--- config.mk ---
export PLATFORM = sky130hd
export DESIGN_NAME = ela_param
export DESIGN_NICKNAME = d
export VERILOG_FILES = /design/src/rtl/ela_param.sv
export SDC_FILE = /design/constraint.sdc
export NUM_CORES = 1
export LEC_CHECK = 0
export CORE_ASPECT_RATIO = 0.5
export CORE_MARGIN = 4
export CORE_UTILIZATION = 38
export DETAILED_ROUTE_END_ITERATION = 6
export GPL_ROUTABILITY_DRIVEN = 0
export PLACE_DENSITY_LB_ADDON = 0.05
export SLEW_MARGIN = 25
export SYNTH_ARGS = -nofsm -noshare
export SYNTH_HDL_FRONTEND = slang
export SYNTH_SLANG_ARGS = --single-unit
--- constraint.sdc ---
create_clock -name clk -period 25.9 [get_ports clk]
set_clock_uncertainty 0.1 [all_clocks]
set_input_delay 3.885 -clock clk [delete_from_list [all_inputs] [get_ports clk]]
set_output_delay 3.885 -clock clk [all_outputs]
set_load 0.05 [all_outputs]
--- src/rtl/ela_param.sv ---
// Parametrised ELA deinterlacer: emits source rows with an edge-directed
// interpolated row between each pair. Optional macro: ELA_WIDE_DIR_EN.
//
// Ports:
//   clk      - clock, all logic on rising edge
//   rst      - synchronous active-high reset
//   start    - frame start pulse, only honoured in IDLE
//   in_data  - source pixel from host, WIDTH bits
//   req      - one-cycle row request to host
//   out_data - registered output pixel, WIDTH bits
//   valid    - out_data qualifier
//   done     - one-cycle pulse after the last pixel of a frame
//
// ELA_WIDE_DIR_EN adds the two +/-2 diagonals on columns 2..COLS-3.
module ela_param #(
  parameter int WIDTH = 8,
  parameter int COLS  = 16,
  parameter int ROWS  = 5
) (
  input  logic             clk,
  input  logic             rst,
  input  logic             start,
  input  logic [WIDTH-1:0] in_data,
  output logic             req,
  output logic [WIDTH-1:0] out_data,
  output logic             valid,
  output logic             done
);

  localparam int CW = $clog2(COLS);
  localparam int RW = $clog2(ROWS + 1);
  localparam logic [CW-1:0] COL_LAST = CW'(COLS - 1);
  localparam logic [RW-1:0] ROW_NUM  = RW'(ROWS);

  typedef enum logic [2:0] {
    IDLE,
    REQ,
    WAIT,
    LOAD,
    OUT_INT,
    OUT_ORG,
    DONE
  } state_t;

  state_t           state_q, state_d;
  logic [CW-1:0]    col_q, col_d;
  logic [RW-1:0]    row_q, row_d;
  logic             ptr_q, ptr_d;
  logic             req_q, req_d;
  logic             valid_q, valid_d;
  logic             done_q, done_d;
  logic [WIDTH-1:0] out_q, out_d;

  // Ping-pong line buffers; ptr_q selects the newest row.
  logic [WIDTH-1:0] lb_q [2][COLS];

  function automatic logic [WIDTH-1:0] adiff(
    input logic [WIDTH-1:0] p,
    input logic [WIDTH-1:0] q
  );
    return (p > q) ? p - q : q - p;
  endfunction

  function automatic logic [WIDTH-1:0] avg2(
    input logic [WIDTH-1:0] p,
    input logic [WIDTH-1:0] q
  );
    logic [WIDTH:0] s;
    s = {1'b0, p} + {1'b0, q};
    return s[WIDTH:1];
  endfunction

  logic             up;
  logic [CW-1:0]    xm1, xp1;
  logic [WIDTH-1:0] d1, d3, d_best;
  logic [WIDTH-1:0] p_sel, q_sel, interp;
`ifdef ELA_WIDE_DIR_EN
  logic [CW-1:0]    xm2, xp2;
  logic [WIDTH-1:0] d0, d4;
`endif

  // Candidates are compared with strict '<' in priority order so that
  // an earlier direction wins every tie.
  always_comb begin
    up     = ~ptr_q;
    xm1    = (col_q == '0) ? '0 : col_q - CW'(1);
    xp1    = (col_q == COL_LAST) ? COL_LAST
                                 : col_q + CW'(1);
    p_sel  = lb_q[up][col_q];
    q_sel  = lb_q[ptr_q][col_q];
    d_best = adiff(p_sel, q_sel);
    d1     = adiff(lb_q[up][xm1], lb_q[ptr_q][xp1]);
    d3     = adiff(lb_q[up][xp1], lb_q[ptr_q][xm1]);
`ifdef ELA_WIDE_DIR_EN
    xm2    = (col_q < CW'(2)) ? '0 : col_q - CW'(2);
    xp2    = (col_q > COL_LAST - CW'(2)) ? COL_LAST
                                         : col_q + CW'(2);
    d0     = adiff(lb_q[up][xm2], lb_q[ptr_q][xp2]);
    d4     = adiff(lb_q[up][xp2], lb_q[ptr_q][xm2]);
`endif
    if (col_q != '0 && col_q != COL_LAST) begin
      if (d1 < d_best) begin
        d_best = d1;
        p_sel  = lb_q[up][xm1];
        q_sel  = lb_q[ptr_q][xp1];
      end
      if (d3 < d_best) begin
        d_best = d3;
        p_sel  = lb_q[up][xp1];
        q_sel  = lb_q[ptr_q][xm1];
      end
`ifdef ELA_WIDE_DIR_EN
      if (col_q >= CW'(2) &&
          col_q <= COL_LAST - CW'(2)) begin
        if (d0 < d_best) begin
          d_best = d0;
          p_sel  = lb_q[up][xm2];
          q_sel  = lb_q[ptr_q][xp2];
        end
        if (d4 < d_best) begin
          d_best = d4;
          p_sel  = lb_q[up][xp2];
          q_sel  = lb_q[ptr_q][xm2];
        end
      end
`endif
    end
    interp = avg2(p_sel, q_sel);
  end

  always_comb begin
    state_d = state_q;
    col_d   = col_q;
    row_d   = row_q;
    ptr_d   = ptr_q;
    req_d   = 1'b0;
    valid_d = 1'b0;
    done_d  = 1'b0;
    out_d   = out_q;
    unique case (state_q)
      IDLE: begin
        if (start) begin
          state_d = REQ;
          col_d   = '0;
          row_d   = '0;
          ptr_d   = 1'b0;
        end
      end
      REQ: begin
        req_d   = 1'b1;
        state_d = WAIT;
      end
      WAIT: begin
        col_d   = '0;
        state_d = LOAD;
      end
      LOAD: begin
        col_d = col_q + CW'(1);
        if (col_q == COL_LAST) begin
          col_d   = '0;
          row_d   = row_q + RW'(1);
          state_d = (row_q == '0) ? OUT_ORG : OUT_INT;
        end
      end
      OUT_INT: begin
        valid_d = 1'b1;
        out_d   = interp;
        col_d   = col_q + CW'(1);
        if (col_q == COL_LAST) begin
          col_d   = '0;
          state_d = OUT_ORG;
        end
      end
      OUT_ORG: begin
        valid_d = 1'b1;
        out_d   = lb_q[ptr_q][col_q];
        col_d   = col_q + CW'(1);
        if (col_q == COL_LAST) begin
          col_d = '0;
          if (row_q < ROW_NUM) begin
            state_d = REQ;
            ptr_d   = ~ptr_q;
          end else begin
            state_d = DONE;
          end
        end
      end
      DONE: begin
        done_d  = 1'b1;
        state_d = IDLE;
      end
      default: state_d = IDLE;
    endcase
  end

  always_ff @(posedge clk) begin
    if (rst) begin
      state_q <= IDLE;
      col_q   <= '0;
      row_q   <= '0;
      ptr_q   <= 1'b0;
      req_q   <= 1'b0;
      valid_q <= 1'b0;
      done_q  <= 1'b0;
      out_q   <= '0;
    end else begin
      state_q <= state_d;
      col_q   <= col_d;
      row_q   <= row_d;
      ptr_q   <= ptr_d;
      req_q   <= req_d;
      valid_q <= valid_d;
      done_q  <= done_d;
      out_q   <= out_d;
    end
  end

  always_ff @(posedge clk) begin
    if (!rst && state_q == LOAD) begin
      lb_q[ptr_q][col_q] <= in_data;
    end
  end

  assign req      = req_q;
  assign valid    = valid_q;
  assign done     = done_q;
  assign out_data = out_q;

endmodule

==> results.tsv <==
stage	metric	value	unit
status	status	complete, no violations	
yosys	synthCells	2154	
yosys	postSynthAreaPerCell	10.7	um2
worst_setup_path	slowest_delay	890	ps
clock_tree	cts_post_setup_buffers_inserted	0	
job	maxCapViolCount	0	
route	drc	0	
cells_and_area	area_growth_syn_to_layout	8.85	%
clock_tree	cts_made_buffers	29	
cells_and_area	nNetsFinal	2185	
timing	fin_tns_setup	0	ps
global_route	grt_pass1_wl	134000	um
route	vias	19300	
worst_setup_path	cp-end-kind	flop	
timing	fmax	71.8	MHz
pwr	p_leak	8.17	nW
cells_and_area	final_common_cell	edfxtp_1	
die	start_util	38.7	%
placement	portBuffers	21	
die	ios	22	
pwr	intPower	0.815	mW
route	dr.first_iter.drc_count	2171	
clock_tree	hold_buffers	0	
global_route	grt_max_degree	122	
cells_and_area	multi_input_area	13900	um2
cells_and_area	final_cell_mix	edfxtp_1, mux2i_1, nand2_1, mux4_2, nor2_1	
timing	slew_headroom	18.0	%
yosys	synth-edff-count	256	
pwr	p_sw_share	29.8	%
yosys	post_synth_num_cell_types	77	
cells_and_area	layout-drive-gt1-share	20.4	%
timing	worstMarginPinSlew	1220	ps
die	coreArea	59700	um2
pwr	p_switching	0.346	mW
placement	post-place-ws	12080	ps
route	ant_nets	0	
pwr	max-vdd-ir-drop	0.0440	mV
worst_setup_path	crit_top_cell	a21oi_1	
pwr	p_seq_share	42.5	%
yosys	synth-main-ff-cell	edfxtp_1	
worst_setup_path	cp_max_fo	59	
yosys	synthArstFlopShare	0	%
yosys	synth.net_count	2245	
route	detail_route.vias_per_cell	6.59	
clock_tree	cts_buffer_depth	3	
worst_setup_path	worstSetupPathType	reg2reg	
clock_tree	clock_latency	620	ps
die	num_rows	63	
worst_setup_path	start_kind	flop	
timing	worst_slack	11980	ps
route	dr.pass1.iters	6	
pwr	p_total	1.16	mW
global_route	grt_usage	28.2	%
clock_tree	cts_num_sinks	279	
yosys	yosys_warnings	0	
timing	hold_viol_final	0	
yosys	ys_ff_latch	279	
timing	maxSlewViolCount	0	
timing	min_period	13920	ps
pwr	pwr-share-comb	20.0	%
yosys	synth_seq_area_share	35.3	%
min_path	hp-class	reg2reg	
clock_tree	cts-root-buf	clkbuf_16	
clock_tree	htree_levels	1	
yosys	syn_area	23100	um2
worst_setup_path	crit_slowest_cell	dfxtp_4	
timing	rsz0062_at_grt	false	
timing	period_share	53.7	%
timing	finalSetupViolCount	0	
die	die_area	65000	um2
global_route	antenna_found_initial	5	
cells_and_area	fillCellCount	5713	
global_route	first_global_vias	18300	
clock_tree	cts_tree	yes	
pwr	power_frac_clock	37.6	%
placement	hpwl	65300	um
clock_tree	cts_resized	0	
global_route	overflow	0	
die	die_w	357	um
worst_setup_path	worst_ep_arrival_time	14360	ps
cells_and_area	regArea	8170	um2
route	wl_per_cell	31.8	um
worst_setup_path	cp.required	26340	ps
die	die_h	182	um
clock_tree	cts.clk_slew.worst_paths	70	ps
pwr	powerDensity	46.2	nW/um2
route	drt_wl_total	93200	um
-- power groups by stage --
stage / clock [mW] / sequential [mW] / combinational [mW]
2_1_floorplan: 0 / 0.502 / 0.160
3_3_place_gp: 0 / 0.504 / 0.224
3_5_place_dp: 0 / 0.503 / 0.226
4_1_cts: 0.446 / 0.493 / 0.227
5_1_grt: 0.463 / 0.493 / 0.253
6_report: 0.436 / 0.493 / 0.232
-- kinds of logic after synthesis --
| kind of cell | synth area share (%) |
|---|---|
| xor gates and xnor gates | 0.840 |
| buffers and inverters | 5.26 |
| AOI/OAI and AO/OA | 15.6 |
| adders and majority gates | 4.56 |
| muxes | 28.3 |
| and+or+nand+nor | 10.1 |
| DFF | 35.3 |
-- cell type report --
| class | instances | share of cell area (%) |
|---|---|---|
| multi-input cells | 1602 | 55.4 |
| diodes | 1 | 0.00996 |
| well taps | 812 | 4.04 |
| clock buffers | 34 | 2.96 |
| clock inverters | 19 | 0.826 |
| repair buffers | 94 | 2.99 |
| flip-flops and latches | 279 | 32.5 |
| inverters | 88 | 1.32 |
-- sequential cells by signal (all words and copies together) (netlist names), named ones only --
| name | count |
|---|---|
| row_q | 3 |
| done | 1 |
| req | 1 |
| lb_q | 256 |
| out_data | 8 |
| valid | 1 |
| col_q | 4 |
| ptr_q | 1 |
| state_q | 3 |
-- layer usage --
metal / wire (um) / up-vias / global-route usage (%) / share of wire (%)
met4: 2690 / 6 / 7.55 / 2.9
met3: 10500 / 157 / 8.82 / 11
met1: 40200 / 9804 / 40.1 / 43
li1: - / 8325 / - / -
met2: 39700 / 1022 / 41.6 / 43
met5: 39 / - / 0 / 0.042
-- cells in the mapped netlist, drive strengths merged, types with 6 or more instances --
cell,number,area [um2]
edfxtp,256,7690
mux2i,208,2080
nor2,179,672
nand2,178,668
mux4,155,3490
a21oi,101,505
o21ai,97,485
clkbuf,93,349
buf,92,534
inv,88,330
mux2,86,968
ha,73,913
a211oi,67,508
nor3,49,245
nand3,37,185
o211ai,33,253
o22ai,29,181
a221oi,27,236
dfxtp,23,460
o221ai,21,184
a31oi,19,119
a21o,16,120
nor2b,16,100
a311oi,14,123
o311ai,14,123
xnor2,14,123
nand2b,10,62.6
nand4,10,62.6
o31ai,10,75.1
a22oi,9,67.6
or2,9,56.3
or3,8,50.1
fa,7,140
o21a,7,52.6
a221o,6,60.1
and3,6,37.5
o21bai,6,45.0
o22a,6,52.6
xor2,6,71.3
-- per-stage QoR --
stage | cells | hold WS (ps) | util, % | cell area, um2
2_1_floorplan | 2154 | 429 | - | 23100
3_3_place_gp | 2875 | 343 | 40.5 | 24200
3_5_place_dp | 2875 | 349 | 40.5 | 24200
4_1_cts | 2928 | 359 | 42.1 | 25100
5_1_grt | 2928 | 364 | 42.1 | 25100
6_report | 2929 | 355 | 42.1 | 25100
-- worst paths after layout --
check,startpoint,end,slack (ps),depth (start not counted)
setup / recovery,col_q[1]$_SDFFE_PP0P_,out_data[7]$_SDFFE_PP0P_,11980,44
hold / removal,out_data[0]$_SDFFE_PP0P_,out_data[0]$_SDFFE_PP0P_,360,2
hold reg to reg,out_data[0]$_SDFFE_PP0P_,out_data[0]$_SDFFE_PP0P_,360,2
setup reg to reg,col_q[1]$_SDFFE_PP0P_,out_data[7]$_SDFFE_PP0P_,11980,44
-- critical path, delay by kind of cell, from the launching register on --
| family | cells | cell delay, ps |
|---|---|---|
| AOI/OAI and AO/OA | 23 | 6490 |
| xor gates and xnor gates | 1 | 190 |
| adders and majority gates | 5 | 1600 |
| buffers and inverters | 3 | 1180 |
| DFF | 1 | 890 |
| muxes | 2 | 750 |
| and+or+nand+nor | 10 | 2530 |
(Power assumes the default switching activity.)
